$ cat src/rtl/bcd_updown_counter_n_pkg.sv
// Shared BCD constants and helpers for the multi-digit up/down counter.
package bcd_updown_counter_n_pkg;

    localparam logic [3:0] BCD_MAX    = 4'd9;
    localparam logic [3:0] BCD_ZERO   = 4'd0;
    localparam int         MAX_DIGITS = 4;

    // Packed BCD of a non-negative integer, digit 0 in bits [3:0].
    function automatic logic [4*MAX_DIGITS-1:0] int_to_bcd(input int value, input int digits);
        logic [4*MAX_DIGITS-1:0] r;
        int v;
        r = '0;
        v = value;
        for (int i = 0; i < MAX_DIGITS; i++) begin
            if (i < digits) begin
                r[4*i +: 4] = 4'(v % 10);
                v = v / 10;
            end
        end
        return r;
    endfunction

    // True when every nibble of vec is a legal decimal digit.
    function automatic logic bcd_valid(input logic [4*MAX_DIGITS-1:0] vec);
        logic ok;
        ok = 1'b1;
        for (int i = 0; i < MAX_DIGITS; i++) begin
            if (vec[4*i +: 4] > BCD_MAX) ok = 1'b0;
        end
        return ok;
    endfunction

    // 10**n, used to bound MAX_VALUE by the digit count.
    function automatic int pow10(input int n);
        int r;
        r = 1;
        for (int i = 0; i < n; i++) r = r * 10;
        return r;
    endfunction

endpackage

$ cat src/rtl/bcd_updown_counter_n_if.sv
// Control and data bundle of the BCD counter; the counter is the slave.
interface bcd_updown_counter_n_if #(
    parameter int DIGITS = 2
);
    logic                  en;
    logic                  up;
    logic                  ld;
    logic [4*DIGITS-1:0]   d;
    logic [4*DIGITS-1:0]   q;
    logic                  co;
    logic                  tc;
    logic                  ld_err;

    modport master (output en, up, ld, d, input q, co, tc, ld_err);
    modport slave  (input en, up, ld, d, output q, co, tc, ld_err);
endinterface

$ cat src/rtl/bcd_digit_step.sv
// One decade of the BCD incrementer/decrementer; carry and borrow ripple upward.
module bcd_digit_step
    import bcd_updown_counter_n_pkg::*;
(
    input  logic [3:0] digit,
    input  logic       inc,
    input  logic       dec,
    output logic [3:0] nxt,
    output logic       cy,
    output logic       bw
);

    // Next digit value and the carry/borrow passed to the next decade.
    always_comb begin
        // NOTE: every output gets a default first so no path leaves it unassigned (no latch).
        nxt = digit;
        cy  = 1'b0;
        bw  = 1'b0;
        if (inc) begin
            if (digit == BCD_MAX) begin
                nxt = BCD_ZERO;
                cy  = 1'b1;
            end else begin
                nxt = digit + 4'd1;
            end
        end else if (dec) begin
            if (digit == BCD_ZERO) begin
                nxt = BCD_MAX;
                bw  = 1'b1;
            end else begin
                nxt = digit - 4'd1;
            end
        end
    end

endmodule

$ cat src/rtl/bcd_updown_counter_n.sv
// Multi-digit BCD up/down counter with programmable wrap bound, checked
// parallel load, registered wrap pulse and combinational terminal count.
module bcd_updown_counter_n
    import bcd_updown_counter_n_pkg::*;
#(
    parameter int DIGITS      = 2,
    parameter int MAX_VALUE   = 99,
    parameter int RESET_VALUE = 0
) (
    input  logic                  clk,
    input  logic                  mr,
    bcd_updown_counter_n_if.slave bus
);

    localparam int W = 4 * DIGITS;

    localparam logic [4*MAX_DIGITS-1:0] MAX_BCD16 = int_to_bcd(MAX_VALUE, DIGITS);
    localparam logic [4*MAX_DIGITS-1:0] RST_BCD16 = int_to_bcd(RESET_VALUE, DIGITS);
    localparam logic [W-1:0]            MAX_BCD   = MAX_BCD16[W-1:0];
    localparam logic [W-1:0]            RST_BCD   = RST_BCD16[W-1:0];

    // Refuse to build a counter whose bound or reset value cannot be represented.
    if (DIGITS < 1 || DIGITS > MAX_DIGITS || MAX_VALUE < 1 ||
        MAX_VALUE > pow10(DIGITS) - 1 || RESET_VALUE < 0 || RESET_VALUE > MAX_VALUE) begin : g_param_check
        $error("bcd_updown_counter_n: illegal DIGITS/MAX_VALUE/RESET_VALUE");
    end

    logic [W-1:0]      q_q, q_d;
    logic              co_q, co_d;
    logic              ld_err_q, ld_err_d;
    logic [W-1:0]      step_val;
    logic [DIGITS-1:0] inc_c, dec_c, cy_c, bw_c;
    logic              at_max, at_zero, ld_ok;

    // Ripple chain: digit 0 follows the direction, upper digits follow the carry/borrow below.
    for (genvar i = 0; i < DIGITS; i++) begin : g_digit
        if (i == 0) begin : g_lsd
            assign inc_c[i] = bus.up;
            assign dec_c[i] = ~bus.up;
        end else begin : g_upper
            assign inc_c[i] = cy_c[i-1];
            assign dec_c[i] = bw_c[i-1];
        end

        bcd_digit_step u_step (
            .digit (q_q[4*i +: 4]),
            .inc   (inc_c[i]),
            .dec   (dec_c[i]),
            .nxt   (step_val[4*i +: 4]),
            .cy    (cy_c[i]),
            .bw    (bw_c[i])
        );
    end

    // Carry/borrow out of the top decade has no consumer; the wrap bound handles overflow.
    logic unused_chain;
    assign unused_chain = cy_c[DIGITS-1] ^ bw_c[DIGITS-1];

    assign at_max  = (q_q == MAX_BCD);
    assign at_zero = (q_q == '0);
    // With every digit legal, packed BCD orders the same as the decimal value.
    assign ld_ok   = bcd_valid(16'(bus.d)) && (bus.d <= MAX_BCD);

    assign bus.q      = q_q;
    assign bus.co     = co_q;
    assign bus.ld_err = ld_err_q;
    assign bus.tc     = bus.en & ~bus.ld & (bus.up ? at_max : at_zero);

    // Next count: load first, then count with wrap at the bound, else hold.
    always_comb begin
        q_d      = q_q;
        co_d     = 1'b0;
        ld_err_d = 1'b0;
        if (bus.ld) begin
            if (ld_ok) q_d      = bus.d;
            else       ld_err_d = 1'b1;
        end else if (bus.en) begin
            if (bus.up ? at_max : at_zero) begin
                q_d  = bus.up ? '0 : MAX_BCD;
                co_d = 1'b1;
            end else begin
                q_d = step_val;
            end
        end
    end

    // Count, wrap pulse and load-error pulse registers.
    always_ff @(posedge clk or posedge mr) begin
        // NOTE: non-blocking updates so every register samples pre-edge values.
        if (mr) begin
            q_q      <= RST_BCD;
            co_q     <= 1'b0;
            ld_err_q <= 1'b0;
        end else begin
            q_q      <= q_d;
            co_q     <= co_d;
            ld_err_q <= ld_err_d;
        end
    end

endmodule

$ cat src/flat_wrapper.sv
// flat-port wrapper written by rule: the top's interface ports become plain ports
module bcd_updown_counter_n_flat import bcd_updown_counter_n_pkg::*;
#(
    parameter int DIGITS      = 2,
    parameter int MAX_VALUE   = 99,
    parameter int RESET_VALUE = 0
)
  (clk, mr, bus_en, bus_up, bus_ld, bus_d, bus_q, bus_co, bus_tc, bus_ld_err);
  bcd_updown_counter_n_if #(.DIGITS(DIGITS)) bus_i ();
  input  logic clk;
  input  logic mr;
  input wire logic [$bits(bus_i.en)-1:0] bus_en;
  input wire logic [$bits(bus_i.up)-1:0] bus_up;
  input wire logic [$bits(bus_i.ld)-1:0] bus_ld;
  input wire logic [$bits(bus_i.d)-1:0] bus_d;
  output wire logic [$bits(bus_i.q)-1:0] bus_q;
  output wire logic [$bits(bus_i.co)-1:0] bus_co;
  output wire logic [$bits(bus_i.tc)-1:0] bus_tc;
  output wire logic [$bits(bus_i.ld_err)-1:0] bus_ld_err;
  assign bus_i.en = bus_en;
  assign bus_i.up = bus_up;
  assign bus_i.ld = bus_ld;
  assign bus_i.d = bus_d;
  assign bus_q = bus_i.q;
  assign bus_co = bus_i.co;
  assign bus_tc = bus_i.tc;
  assign bus_ld_err = bus_i.ld_err;
  bcd_updown_counter_n #(.DIGITS(DIGITS), .MAX_VALUE(MAX_VALUE), .RESET_VALUE(RESET_VALUE)) u_core (.clk(clk), .mr(mr), .bus(bus_i));
endmodule
$ cat config.mk
export PLATFORM = sky130hd
export DESIGN_NAME = bcd_updown_counter_n_flat
export DESIGN_NICKNAME = d
export VERILOG_FILES = /design/src/rtl/bcd_updown_counter_n_pkg.sv /design/src/rtl/bcd_updown_counter_n_if.sv /design/src/rtl/bcd_digit_step.sv /design/src/rtl/bcd_updown_counter_n.sv /design/src/flat_wrapper.sv
export SDC_FILE = /design/constraint.sdc
export NUM_CORES = 1
export LEC_CHECK = 0
export BUFFER_PORTS_ARGS = -buffer_cell sky130_fd_sc_hd__buf_2
export CORE_ASPECT_RATIO = 1.75
export CORE_UTILIZATION = 25
export CTS_BUF_LIST = sky130_fd_sc_hd__clkbuf_4
export DETAILED_ROUTE_END_ITERATION = 8
export PLACE_DENSITY = 0.42
export SLEW_MARGIN = 20
export SYNTH_ARGS = -nofsm -noshare
export SYNTH_HDL_FRONTEND = slang
export SYNTH_SLANG_ARGS = --single-unit
$ cat constraint.sdc
create_clock -name clk -period 2.75 [get_ports clk]
set_input_delay 0.1375 -clock clk [delete_from_list [all_inputs] [get_ports clk]]
set_output_delay 0.1375 -clock clk [all_outputs]
set_load 0.1 [all_outputs]
Yosys cells after proc, flatten, opt, wreduce, memory -nomap -nowiden
Cells that the tools add are included.

storage, ports and cells
  flip-flop bits (word level) = 10
  input port bits = 13
  output and inout port bits = 11

cells by class
  add/sub/neg operators = 4
  order comparisons = 3
  equality and inequality tests = 4
  muxes and demuxes = 24
  bitwise operators = 3
  reduce and logical (&&, ||, !) cells = 8

operator list
  kind                                                   count
  two-way mux 8 bit                                      5
  two-way mux 4 bit                                      7
  two-way mux 1 bit                                      12
  adder 4 x 1 -> 4 bit, second input constant            2
  equality test 4 bit, second input constant             2
  equality test 8 bit, second input constant             1
  > comparator 4 bit, second input constant              2
  less-or-equal comparator 8 bit, second input constant  1
  logical NOT 4 bit                                      2
  logical NOT 8 bit                                      1
  subtractor 4 x 1 -> 4 bit, second input constant       2
  nonzero test 4 bit                                     1
  AND reduction 3 bit                                    1
  bitwise AND 1 bit                                      2
  inequality test 2 x 1 -> 1 bit, second input constant  1
  AND reduction 2 bit                                    1
  nonzero test 2 bit                                     1
  logical AND 1 bit                                      1
  inverter 1 bit                                         1

Longest topological paths before layout
  depth in word-level cells = 8
  mapped depth = 7
  depth with buffers taken out = 5

Modules after synthesis
Synthesis repeated with hierarchy kept, for this count alone.

second synthesis, totals
  cell total of the unflattened synthesis = 114
  area, all modules = 948.4 um2

modules (own cells, without submodules)
  module                instances  cells each  area an instance (um2)  sequential area each (um2)
  bcd_updown_counter_n  1          60          558.0                   250.2
  bcd_digit_step        2          27          195.2                   0.0

Worst setup path before layout
No wires, ideal clock.

  path type = reg2out
  start = reg u_core.q_q[1] (netlist: u_core.bus.q[1])
  end = out bus_tc
  data arrival time = 3.149 ns
  path slack = -0.537 ns
  cell stages (with the launch flop) = 6
  buffers on the path = 1
  path through = dfrtp_1 -> buf_4 -> or4_4 -> or4_4 -> a211oi_4 -> and2_1

between the ends
  cells in the longest elaborated chain, start to end = 3
  elaborated cells on any way between the ends = 4
  classes of those cells = eq/ne (1); mux (1); bitwise (1); reduce/logical (1)

ends and longest elaborated chain
  item                                                             RTL line                                                RTL
  start, declared                                                  bcd_updown_counter_n.sv:28                              logic [W-1:0] q_q, q_d;
  start signal, assigned                                           bcd_updown_counter_n.sv:95                              q_q <= q_d;
  equality test 8 bit / logical NOT 8 bit (equally long branches)  bcd_updown_counter_n.sv:59, bcd_updown_counter_n.sv:60
  two-way mux 1 bit *                                              bcd_updown_counter_n.sv:67                              assign bus.tc = bus.en & ~bus.ld & (bus.up ? at_max : at_zero);
  bitwise AND 1 bit *                                              bcd_updown_counter_n.sv:67
  end, declared                                                    flat_wrapper.sv:18                                      output wire logic [$bits(bus_i.tc)-1:0] bus_tc;

Every way passes the cells marked *; elsewhere a longest branch is shown, timed or not.

Final worst setup path
Same ends and word-level chain as after synthesis.

==> impl_metrics.ini <==
[synth]
async_flop_share_pct = 100
seq_area_frac_synth_pct = 29.2
yosys_warnings = 0
syn_area_per_cell_sq_um = 7.86
synth_edf_count = 0
synth_nets = 122
ys_ff_latch = 10
synth_cell_types = 42
synth-main-ff-cell = dfrtp_1
syn_inst = 109
netlist_area_sq_um = 857

[routing]
wl_per_cell_microns = 16.2
drc = 0
wirelength_mm = 2.78
drt-initial-drc-count = 23
vias_per_cell = 5.53
firstDrtPassIters = 4
vias = 951
ant_nets = 0

[layout]
layout.nets = 143
mostFrequentLayoutCells = 22 x buf_2, 11 x a21oi_1, 9 x nor2_1, 8 x nand2_1, 8 x o21ai_0
layout-drive-gt1-share_pct = 27.1
layout_commonest_cell = buf_2
design_area_sq_um = 1050
area_growth_pct = 22.2
post_layout_nonfiller_instances = 172
n_antenna_cell = 0

[sta]
tns_ns = 0
max_clock_freq_mhz = 376
hold_violations = 0
finalCritPeriodShare_pct = 96.8
finalWorstSetupSlack_ns = 0.0889
rsz0062_at_grt = false
clock-skew-final_ns = 0.00263
slew_headroom_pct = 53.0
slew_viol_final = 0
hold_ws_ns = 0.134
setup_viol = 0
fin_crit_ns = 2.66
tightest_slew_ns = 0.699

[clocking]
clockBufferDepth = 2
h-tree-depth = 1
clock_latency_ns = 0.27
cts-root-buf = clkbuf_4
cts-buffers-inserted = 3
cts.sinks = 10
clkTransAtPathRegs_ns = 0.08
cts_tree = done
post-cts-setup-buffers = 0
ctsResizeCount = 0

[die]
die_width_microns = 46.3
num_rows = 27
design.core.area_sq_um = 3210
die_y_microns = 79.5
die-area_sq_um = 3680
start_util_pct = 26.7
io_pins = 24

[place]
gp_congestion = 0.771
dp_slack_ns = 0.360
dp_hpwl_mm = 1.97
port_buffers = 23
dpl_cell_area_sq_um = 1010
dp_cells = 167

[critical_path]
crit_chain = or4_4 -> or4_4 -> a211oi_4 -> and2_4 -> buf_12
worstSetupEndpointType = output pin
crit_type = reg -> out
crit_fanout = 11
startpoint_type = register
critPathSlowestCell = or4_4
critPathMaxStageDelay_ns = 0.57
critPathArrivalTime_ns = 2.52
critPathRequiredTime_ns = 2.61
path_common_cell = or4_4

[run]
max_cap_viol_count = 0

[global_route]
grt_pass1_wl_mm = 4.48
gr-total-overflow = 0
antenna_found_initial = 0
grt_max_degree = 20
grt_usage_pct = 17.0
grt_pass1_vias = 884

[power]
p_leak_nw = 0.440
max-vdd-ir-drop_mv = 0.364
p_per_area_nw_per_um2 = 842

[status]
status = complete, no violations

[min_path]
hp-class = in -> reg
-- kinds of logic after synthesis --
family,share of synthesized area (%)
AOI/OAI and AO/OA,34.6
buffers and inverters,8.18
and+or+nand+nor,23.9
DFF,29.2
xor gates and xnor gates,4.09
-- routing by layer --
metal  wire (microns)  global-route usage, %  share of wire [%]
met4               61                   8.24                2.2
met3               84                   1.58                3.0
met2             1490                   27.7                 53
met5                0                      0                  0
met1             1150                   21.4                 41
-- power breakdown --
group          internal, mW  switching [mW]  leakage, nW
Combinational         0.125           0.374        0.308
Clock                0.0525          0.0612       0.0154
Sequential            0.180          0.0887        0.117
Total                 0.358           0.524        0.440
-- area by class of cell --
type	instances	area [sq um]
fill	354	2160
multi-input combinational	84	539
sequential	10	254
timing repair buffer	26	155
tap	43	53.8
clock buffer	3	22.5
inverter	5	18.8
clock inverter	1	3.75
-- flip-flops by register name (all words and copies together) (netlist names) --
register           cells
u_core.bus.co          1
u_core.bus.q           8
u_core.bus.ld_err      1
-- stage by stage --
step	utilization, %	power [mW]
finish	32.6	0.882
global route	32.6	0.940
CTS	32.6	0.885
detailed placement	31.5	0.767
global placement	31.5	0.765
floorplan	-	0.675
-- critical path, delay by kind of cell (launching register included) --
| kind | cells | cell delay, ns |
|---|---|---|
| AND/OR/NAND/NOR | 3 | 1.23 |
| flip-flops | 1 | 0.49 |
| AO/OA/AOI/OAI | 1 | 0.35 |
| buffers and inverters | 1 | 0.16 |
-- synth_stat cells (2+ instances only) --
library cell | count | area [sq um]
a211oi_1 | 2 | 15.0
a21oi_1 | 11 | 55.1
o22ai_1 | 3 | 18.8
and2_1 | 2 | 12.5
a211o_1 | 2 | 17.5
or3_1 | 3 | 18.8
nand3_1 | 3 | 15.0
nor2_1 | 9 | 33.8
and3_1 | 2 | 12.5
xnor2_1 | 3 | 26.3
dfrtp_1 | 10 | 250
nand2_1 | 8 | 30.0
clkbuf_1 | 6 | 22.5
or4_4 | 2 | 22.5
inv_1 | 5 | 18.8
a31oi_1 | 3 | 18.8
buf_2 | 2 | 10.0
nand4b_1 | 2 | 17.5
o21ai_0 | 8 | 40.0
-- timing repair --
action / 4_1_cts / 5_1_grt
hold buffers: 1 / 0
hold endpoints to repair: 10 / 0
endpoints found under the setup margin: 0 / 1
-- path summary, 6_finish.rpt --
path	from	endpoint	slack, ns	depth (start not counted)
max	u_core.bus.q[1]	bus_tc	0.09	5
min	bus_d[1]	u_core.bus.q[1]	0.13	3
max reg2reg	u_core.bus.q[1]	u_core.bus.q[5]	0.48	5
min reg2reg	u_core.bus.q[3]	u_core.bus.q[3]	0.69	2
max in group asynchronous	mr	u_core.bus.q[1]	2.00	3
min in group asynchronous	mr	u_core.bus.co	0.41	3
(Power assumes the default switching activity.)
